**config.mk**
```make
export PLATFORM = sky130hd
export DESIGN_NAME = mandelbrot_scheduler
export DESIGN_NICKNAME = d
export VERILOG_FILES = /design/src/rtl/mandelbrot_scheduler.sv
export SDC_FILE = /design/constraint.sdc
export NUM_CORES = 1
export LEC_CHECK = 0
export ABC_AREA = 1
export CORE_MARGIN = 4
export CORE_UTILIZATION = 40
export CTS_BUF_LIST = sky130_fd_sc_hd__clkbuf_4
export DETAILED_ROUTE_END_ITERATION = 8
export DONT_BUFFER_PORTS = 1
export PLACE_DENSITY = 0.58
export SETUP_SLACK_MARGIN = 0.15
export SLEW_MARGIN = 10
export SYNTH_ARGS = -nofsm -noshare
export SYNTH_HDL_FRONTEND = slang
export SYNTH_SLANG_ARGS = --single-unit
```
**constraint.sdc**
```tcl
create_clock -name clk -period 4.3 [get_ports clk]
set_input_delay 0.645 -clock clk [delete_from_list [all_inputs] [get_ports clk]]
set_output_delay 0.645 -clock clk [all_outputs]
set_load 0.02 [all_outputs]
```
**src/rtl/mandelbrot_scheduler.sv**
```systemverilog
// Frame sequencer for the mandelbrotetron engine: walks an H_RES x V_RES grid of c values,
// runs the engine once per pixel and streams each result out over valid/ready.
// Optional watchdog on the engine wait is enabled by defining MANDEL_SCHED_TIMEOUT_EN.
module mandelbrot_scheduler #(
  parameter  int FIXED_POINT_WIDTH = 16,
  parameter  int MAX_ITER          = 256,
  parameter  int H_RES             = 160,
  parameter  int V_RES             = 120,
  localparam int W                 = FIXED_POINT_WIDTH,
  localparam int IW                = $clog2(MAX_ITER),
  localparam int XW                = $clog2(H_RES),
  localparam int YW                = $clog2(V_RES)
) (
  input  logic          clk,
  input  logic          rst,
  input  logic          frame_start,
  input  logic          abort,
  input  logic [W-1:0]  x_origin,
  input  logic [W-1:0]  y_origin,
  input  logic [W-1:0]  step,
  output logic          eng_start,
  output logic [W-1:0]  eng_c_real,
  output logic [W-1:0]  eng_c_imag,
  input  logic          eng_valid,
  input  logic          eng_is_mandelbrot,
  input  logic [IW-1:0] eng_iterations,
  output logic          pix_valid,
  input  logic          pix_ready,
  output logic [XW-1:0] pix_x,
  output logic [YW-1:0] pix_y,
  output logic [IW-1:0] pix_iter,
  output logic          pix_in_set,
  output logic          busy,
  output logic          frame_done,
  output logic          timeout_err
);

  typedef enum logic [1:0] {IDLE, ISSUE, WAIT, WRITE} state_t;

  state_t        state, state_d;
  logic [W-1:0]  c_re, c_im, x_org, step_r;
  logic          wait_first;
  logic          start_ok, take_result, handshake;
  logic          last_col, last_row;
  logic          timeout_hit, timed_out;

  assign last_col   = (pix_x == XW'(H_RES - 1));
  assign last_row   = (pix_y == YW'(V_RES - 1));

  assign eng_start  = (state == ISSUE);
  assign pix_valid  = (state == WRITE);
  assign busy       = (state != IDLE);
  assign eng_c_real = c_re;
  assign eng_c_imag = c_im;

  // NOTE: every output of this block is given a default before the case, so no latch is inferred.
  always_comb begin
    state_d     = state;
    start_ok    = 1'b0;
    take_result = 1'b0;
    handshake   = 1'b0;
    case (state)
      IDLE: begin
        if (frame_start) begin
          state_d  = ISSUE;
          start_ok = 1'b1;
        end
      end
      ISSUE: state_d = WAIT;
      WAIT: begin
        // The first WAIT cycle may still see the previous pixel's valid.
        if ((eng_valid && !wait_first) || timeout_hit) begin
          state_d     = WRITE;
          take_result = 1'b1;
        end
      end
      WRITE: begin
        if (pix_ready) begin
          handshake = 1'b1;
          state_d   = (last_col && last_row) ? IDLE : ISSUE;
        end
      end
      default: state_d = IDLE;
    endcase
    if (abort) begin
      state_d     = IDLE;
      start_ok    = 1'b0;
      take_result = 1'b0;
      handshake   = 1'b0;
    end
  end

  // NOTE: sequential state is updated with non-blocking assignments so every register samples pre-edge values.
  always_ff @(posedge clk) begin
    if (rst) state <= IDLE;
    else     state <= state_d;
  end

  always_ff @(posedge clk) begin
    if (rst) begin
      pix_x      <= '0;
      pix_y      <= '0;
      c_re       <= '0;
      c_im       <= '0;
      x_org      <= '0;
      step_r     <= '0;
      pix_iter   <= '0;
      pix_in_set <= 1'b0;
      wait_first <= 1'b0;
      frame_done <= 1'b0;
    end else begin
      wait_first <= (state == ISSUE);
      frame_done <= handshake && last_col && last_row;
      if (start_ok) begin
        x_org  <= x_origin;
        step_r <= step;
        pix_x  <= '0;
        pix_y  <= '0;
        c_re   <= x_origin;
        c_im   <= y_origin;
      end
      if (take_result) begin
        pix_iter   <= timed_out ? IW'(MAX_ITER - 1) : eng_iterations;
        pix_in_set <= timed_out ? 1'b1 : eng_is_mandelbrot;
      end
      if (handshake) begin
        if (!last_col) begin
          pix_x <= pix_x + XW'(1);
          c_re  <= c_re + step_r;
        end else if (!last_row) begin
          // Imaginary axis decreases going down the frame.
          pix_x <= '0;
          pix_y <= pix_y + YW'(1);
          c_re  <= x_org;
          c_im  <= c_im - step_r;
        end
      end
    end
  end

`ifdef MANDEL_SCHED_TIMEOUT_EN
  localparam int CW = $clog2(MAX_ITER + 4);
  logic [CW-1:0] wd_cnt;
  logic          timeout_q;

  assign timeout_hit = (state == WAIT) && (wd_cnt == CW'(MAX_ITER + 3));
  assign timed_out   = timeout_hit && !(eng_valid && !wait_first);
  assign timeout_err = timeout_q;

  always_ff @(posedge clk) begin
    if (rst) begin
      wd_cnt    <= '0;
      timeout_q <= 1'b0;
    end else begin
      wd_cnt <= (state == WAIT) ? wd_cnt + CW'(1) : '0;
      if (start_ok)                      timeout_q <= 1'b0;
      else if (take_result && timed_out) timeout_q <= 1'b1;
    end
  end
`else
  assign timeout_hit = 1'b0;
  assign timed_out   = 1'b0;
  assign timeout_err = 1'b0;
`endif

endmodule

```
==> results.yml, run 1 <==
outcome:
  outcome: "finished, final reports clean"
floorplanning:
  die_w_um: 130
  core_um2: 14600
  io_pins: 124
  fp.dieH_um: 130
  num_rows: 44
  initial_core_util: 0.411
  die-area_um2: 17000
timing:
  fin_tns_setup_ns: 0
  min_period_over_period: 0.547
  slew_headroom: 0.471
  finClkSkew_ns: 0.0251
  setup_viol: 0
  grt_setup_unrepaired: "no"
  slew_viol_final: 0
  max_slew.worst_pin.slew_ns: 0.790
  max_freq_mhz: 425
  final.min_clock_period_ns: 2.35
  hold_viol_final: 0
  setup_ws_ns: 1.95
  fin_hold_ws_ns: 0.216
global_route:
  grt_pass1_wl_um: 27400
  grt_pass1_vias: 5304
  gr-usage-met3: 0.0516
  gr-usage-all-layers: 0.204
  gr-usage-met2: 0.335
  antenna_found_initial: 0
  grt_max_degree: 69
  busiest_layer: "met2"
  grt.overflow.total: 0
  use_met1: 0.259
routing:
  routed_wl_um: 17300
  wire_per_inst_um: 15.7
  drt_iter0_drc: 306
  drc_errors: 0
  drt_pass1_iterations: 5
  vias: 5664
  viasPerCell: 5.13
  drtAntennaViolNets: 0
cells_and_area:
  area_growth_pct: 3.97
  n_fill_cell: 1544
  nets: 1016
  drive_gt1_frac: 0.0610
  finalNonFillerCells: 1104
  post-route-util: 0.427
clock_tree:
  clockBufferDepth: 2
  tritoncts: "done"
  cts_root_buf: "clkbuf_4"
  clk_latency_ns: 0.48
  postCtsSetupBuffers: 0
  cts_made_buffers: 9
  h-tree-depth: 3
  clock-sinks: 92
  post_cts_resized: 0
  cts_hold_buf: 0
  clk_pin_slew_ns: 0.16
power:
  p_clk_frac: 0.261
  seq_power_share: 0.508
  swShare: 0.351
  p_per_area_nw_per_um2: 302
  p_comb_frac: 0.230
  leakage_nw: 2.97
  switchingPower_w: 0.000659
  vdd_drop_max_v: 0.000149
  p_int_w: 0.00122
synthesis:
  synthFlopType: "dfxtp_1"
  synth_top_area_cell: "dfxtp_1"
  async_flop_share: 0
  synthTopCellsByArea: "dfxtp_1 31%, nand2_1 18%, ha_1 7.7%"
  ys_ff_latch: 92
  avgSynthCellArea_um2: 6.47
  yosysUniqueCellTypes: 49
  netlist_area_um2: 5990
  ys_seq_area_frac: 0.307
  yosysWarnings: 0
  synthCells: 926
  syn-num-nets: 1028
  synth_top_area_frac: 0.307
  synth-edff-count: 0
worst_setup_path:
  critPathMaxFanout: 14
  criticalPathCategory: "reg -> reg"
  worstReg2RegStart: "state[0]"
  arrival_ns: 2.79
  cp_slowest_cell: "nor2_2"
  cp_cell_sequence: "ha_1 > nand3_4 > nor2_4 > nand2_1 > nor2_2 > nand2_1 > o21a_1 > nand3_1 > nand2_1 > inv_1"
  r2r_cells: 10
  start_kind: "flop"
  critPathMaxStageDelay_ns: 0.59
  path_common_cell: "nand2_1"
  critPathCaptureType: "flop"
  reg2reg_slack_ns: 1.95
  reg2reg_to: "eng_c_real[7]"
  required_ns: 4.73
placement:
  numPlacedInstances: 1087
  gp_congestion: 0.888
  post-place-ws_ns: 1.97
  hpwl_um: 13300
  portBuffers: 0
hold_path:
  holdPathEnd: "pix_x[1]"
  holdCritStartpoint: "rst"
  min-delay-path-class: "in -> reg"
  hold_depth: 1
job:
  drv_cap: 0
cell type report:
cell class / instances / area, um2 / share of cell area
multi-input cells: 683 / 3520 / 0.564
flip-flops and latches: 92 / 1840 / 0.296
inverters: 125 / 482 / 0.0773
well taps: 184 / 230 / 0.0369
clock buffers: 9 / 67.6 / 0.0108
clock inverters: 6 / 65.1 / 0.0104
repair buffers: 3 / 22.5 / 0.00361
diodes: 2 / 5.00 / 0.000803
placed cells by master, fill, tap and decap left out, types with 3 or more instances in the layout:
cell,n
nand4_1,6
a21oi_1,78
o21ai_0,54
nand3b_1,5
nand3_1,63
nand2_2,7
xor2_1,4
nand2_1,287
nand3_2,3
xnor2_1,4
clkbuf_4,9
dfxtp_1,92
inv_1,117
nor2_1,80
inv_2,4
buf_4,3
o21ai_1,4
a31oi_1,4
clkinv_4,3
ha_1,37
o211ai_1,3
nor2_4,4
or2_2,4
nor3_1,4
and2_1,3
a21o_1,3
state kept, by name, indices dropped and copies added (netlist names):
| name | count |
|---|---|
| eng_c_imag | 16 |
| eng_c_real | 16 |
| step_r | 16 |
| x_org | 16 |
| pix_iter | 8 |
| pix_x | 8 |
| pix_y | 7 |
| state | 2 |
| frame_done | 1 |
| pix_in_set | 1 |
| wait_first | 1 |
synthesized netlist by cell type (3+ instances only):
master,instances
xnor2_1,4
buf_6,4
nor2_4,4
nor2_1,80
dfxtp_1,92
a31oi_1,4
clkbuf_1,10
o21ai_1,4
and2_1,3
nand4_1,6
or2_2,4
xor2_1,4
buf_2,8
nor3_1,4
nand2_1,287
nand3b_1,5
a21oi_1,78
nand3_1,63
buf_4,4
o21ai_0,54
inv_2,4
nand3_2,3
o211ai_1,3
ha_1,37
inv_1,117
nand2_2,7
a21o_1,3
power by group through the flow:
stage / clock, W / combinational, W / sequential, W
floorplan: 0 / 0.000347 / 0.000957
global placement: 0 / 0.000430 / 0.000974
detailed placement: 0 / 0.000429 / 0.000974
CTS: 0.000508 / 0.000432 / 0.000956
global route: 0.000539 / 0.000501 / 0.000962
finish: 0.000491 / 0.000433 / 0.000955
stage by stage:
step | cell area [um2] | total power [W]
after floorplan | 5990 | 0.00130
after global placement | 6090 | 0.00140
after detailed placement | 6090 | 0.00140
after CTS | 6230 | 0.00190
after global routing | 6230 | 0.00200
final | 6230 | 0.00188
worst max path at each step:
stage,startpoint,cells after the start,slack (ns),to
after floorplan,eng_c_imag[0],13,2.36,eng_c_imag[14]
after global placement,state[0],8,2.03,pix_y[5]
after detailed placement,state[0],8,1.97,pix_y[5]
after CTS,state[0],10,1.93,eng_c_real[7]
after global routing,state[0],10,1.72,eng_c_real[7]
final,state[0],10,1.95,eng_c_real[7]
metal layers:
metal,wire [um],up-vias
met5,0,-
met2,8040,127
met4,452,0
li1,-,2937
met3,1110,29
met1,7720,2571
kinds of logic after synthesis:
kind of cell | synth area share
xor+xnor | 0.0117
fa+ha+maj | 0.0839
flops | 0.307
other cells | 0.000626
buf+inv | 0.106
compound gates | 0.139
simple gates | 0.352
critical path, delay by kind of cell, from the launching register on:
kind                     cells  cell delay (ns)
AO/OA/AOI/OAI                1             0.14
flip-flops                   1             0.43
AND/OR/NAND/NOR              7             1.27
buffers and inverters        1             0.06
adder cells (fa/ha/maj)      1             0.41
No activity file was read; power rests on OpenSTA's default activity.
==> run 2: changes to the inputs <==
--- a/config.mk
+++ b/config.mk
@@ -5,13 +5,13 @@
 export SDC_FILE = /design/constraint.sdc
 export NUM_CORES = 1
 export LEC_CHECK = 0
-export ABC_AREA = 1
+export ABC_AREA = 0
 export CORE_MARGIN = 4
 export CORE_UTILIZATION = 40
 export CTS_BUF_LIST = sky130_fd_sc_hd__clkbuf_4
 export DETAILED_ROUTE_END_ITERATION = 8
 export DONT_BUFFER_PORTS = 1
-export PLACE_DENSITY = 0.58
+export PLACE_DENSITY = 0.6
 export SETUP_SLACK_MARGIN = 0.15
 export SLEW_MARGIN = 10
 export SYNTH_ARGS = -nofsm -noshare
==> constraint.sdc (replaced) <==
create_clock -name clk -period 1.9 [get_ports clk]
set_input_delay 0.285 -clock clk [delete_from_list [all_inputs] [get_ports clk]]
set_output_delay 0.285 -clock clk [all_outputs]
set_load 0.02 [all_outputs]
==> results.yml, run 2 <==
outcome:
  outcome: "finished with violations"
  violations: "setup timing"
synthesis:
  synthTopCellsByArea: "dfxtp_1 34%, nand2_1 10%, a21oi_1 9.3%"
  synthFlopType: "dfxtp_1"
  ys_seq_area_frac: 0.341
  synthCells: 707
  synth_common_cells: "150 x nand2_1, 100 x a21oi_1, 92 x dfxtp_1"
  synth-edff-count: 0
  yosysMostFrequentCell: "nand2_1"
  async_flop_share: 0
  yosysUniqueCellTypes: 68
  avgSynthCellArea_um2: 7.63
  netlist_area_um2: 5400
  yosysWarnings: 0
  synth_top_area_frac: 0.341
  ys_ff_latch: 92
  syn-num-nets: 809
  synth_top_area_cell: "dfxtp_1"
timing:
  setup_ws_ns: -0.362
  slew_viol_final: 0
  max_freq_mhz: 442
  final.min_clock_period_ns: 2.26
  grt_setup_unrepaired: "yes"
  finClkSkew_ns: 0.0206
  min_period_over_period: 1.19
  setup_viol: 18
  fin_tns_setup_ns: -2.21
  hold_viol_final: 0
global_route:
  use_met1: 0.321
  grt_max_degree: 75
  gr-usage-met2: 0.432
  gr-usage-met3: 0.0581
  busiest_layer: "met2"
  grt_pass1_wl_um: 31000
  gr-usage-all-layers: 0.260
  antenna_found_initial: 1
  grt.overflow.total: 0
  grt_pass1_vias: 6056
placement:
  portBuffers: 0
  post-place-ws_ns: -0.330
  gp_congestion: 0.922
  hpwl_um: 13800
  numPlacedInstances: 998
worst_setup_path:
  critPathCaptureType: "flop"
  start_kind: "flop"
  criticalPathCategory: "reg -> reg"
  arrival_ns: 2.63
  critPathMaxFanout: 3
  required_ns: 2.27
clock_tree:
  cts_made_buffers: 9
  tritoncts: "done"
  clk_pin_slew_ns: 0.16
  clockBufferDepth: 2
  clock-sinks: 92
  h-tree-depth: 3
  clk_latency_ns: 0.48
  cts_root_buf: "clkbuf_4"
routing:
  vias: 6215
  drtAntennaViolNets: 0
  drt_pass1_iterations: 5
  wire_per_inst_um: 19.3
  drt_iter0_drc: 394
  drc_errors: 0
  viasPerCell: 5.63
  routed_wl_um: 21200
cells_and_area:
  final_common_cell: "buf_4"
  post-route-util: 0.684
  n_fill_cell: 1023
  finalNonFillerCells: 1103
  area_growth_pct: 67.8
  nets: 1023
  drive_gt1_frac: 0.459
  final_cell_mix: "141 x buf_4, 121 x nand2_1, 70 x dfxtp_1, 56 x a21oi_1, 42 x dlygate4sd3_1"
floorplanning:
  num_rows: 42
  die-area_um2: 15400
  core_um2: 13200
  io_pins: 124
  fp.dieH_um: 124
  die_w_um: 124
  initial_core_util: 0.408
power:
  p_per_area_nw_per_um2: 519
  finalPower_w: 0.00470
  leakage_nw: 3.64
  vdd_drop_max_v: 0.000369
job:
  drv_cap: 0
hold_path:
  min-delay-path-class: "in -> reg"
[run 2: cell types whose count changed in the layout (fill, tap and decap cells not counted), moves of 39 or more]
cell / before / now
nand3_1: 63 / 14
nor2_1: 80 / 40
buf_4: 3 / 141
o21ai_0: 54 / 13
nand2_1: 287 / 121
inv_1: 117 / 16
buf_6: 0 / 39
dlygate4sd3_1: 0 / 42
[run 2: metrics by stage]
stage	area, um2	hold WS [ns]
6_report	9050	0.0118
5_1_grt	9050	0.0195
4_1_cts	8300	0.00909
3_5_place_dp	6900	0.358
3_3_place_gp	6900	0.357
2_1_floorplan	5710	0.421
[run 2: path summary, 6_finish.rpt]
| check | startpoint | endpoint | depth (start not counted) | slack [ns] |
|---|---|---|---|---|
| min reg2reg | x_org[10] | x_org[10] | 2 | 0.47 |
| max reg2reg | eng_c_real[0] | eng_c_real[14] | 8 | -0.36 |
| max | eng_c_real[0] | eng_c_real[14] | 8 | -0.36 |
| min | y_origin[0] | eng_c_imag[0] | 2 | 0.01 |
[run 2: final cells by class]
class / count / area (um2) / area share
clock buffers: 10 / 75.1 / 0.00829
flip-flops and latches: 92 / 1890 / 0.208
inverters: 24 / 97.6 / 0.0108
diodes: 1 / 2.50 / 0.000276
clock inverters: 6 / 31.3 / 0.00345
multi-input cells: 554 / 4440 / 0.490
well taps: 176 / 220 / 0.0243
repair buffers: 240 / 2300 / 0.254
[run 2: cells by family after synthesis]
family	count (synthesis)	share of synthesized area
simple gates	283	0.239
compound gates	210	0.242
flops	92	0.341
buf+inv	62	0.0505
fa+ha+maj	39	0.0932
xor+xnor	17	0.0276
mux	3	0.00556
other cells	1	0.000695
[run 2: timing repair]
| item | 4_1_cts | 5_1_grt |
|---|---|---|
| resized for setup | 142 | 128 |
| setup endpoints to repair | 61 | 64 |
| hold endpoints to repair | 74 | 0 |
| gates cloned | 6 | 3 |
| buffers inserted | 14 | 22 |
| pin swaps | 62 | 74 |
| hold buffers | 43 | 0 |
[run 2: per-layer routing]
| layer | share of wire | wire length, um | vias to the layer above |
|---|---|---|---|
| li1 | - | - | 2951 |
| met1 | 0.41 | 8720 | 2987 |
| met2 | 0.49 | 10400 | 218 |
| met3 | 0.063 | 1340 | 59 |
| met4 | 0.037 | 790 | 0 |
| met5 | 0 | 0 | - |
[run 2: power breakdown]
group          switching (W)  internal (W)
Clock               0.000710      0.000269
Sequential         0.0000710       0.00200
Combinational       0.000818      0.000829
Total                0.00160       0.00310
[run 2: worst max-delay path: stages (launching register included)]
cell     delay (ns)
dfxtp_4        0.38
ha_4           0.16
fa_2           0.36
a21o_1         0.19
a311o_1        0.30
a21oi_2        0.18
o21ai_2        0.11
a21o_1         0.17
a311o_1        0.30
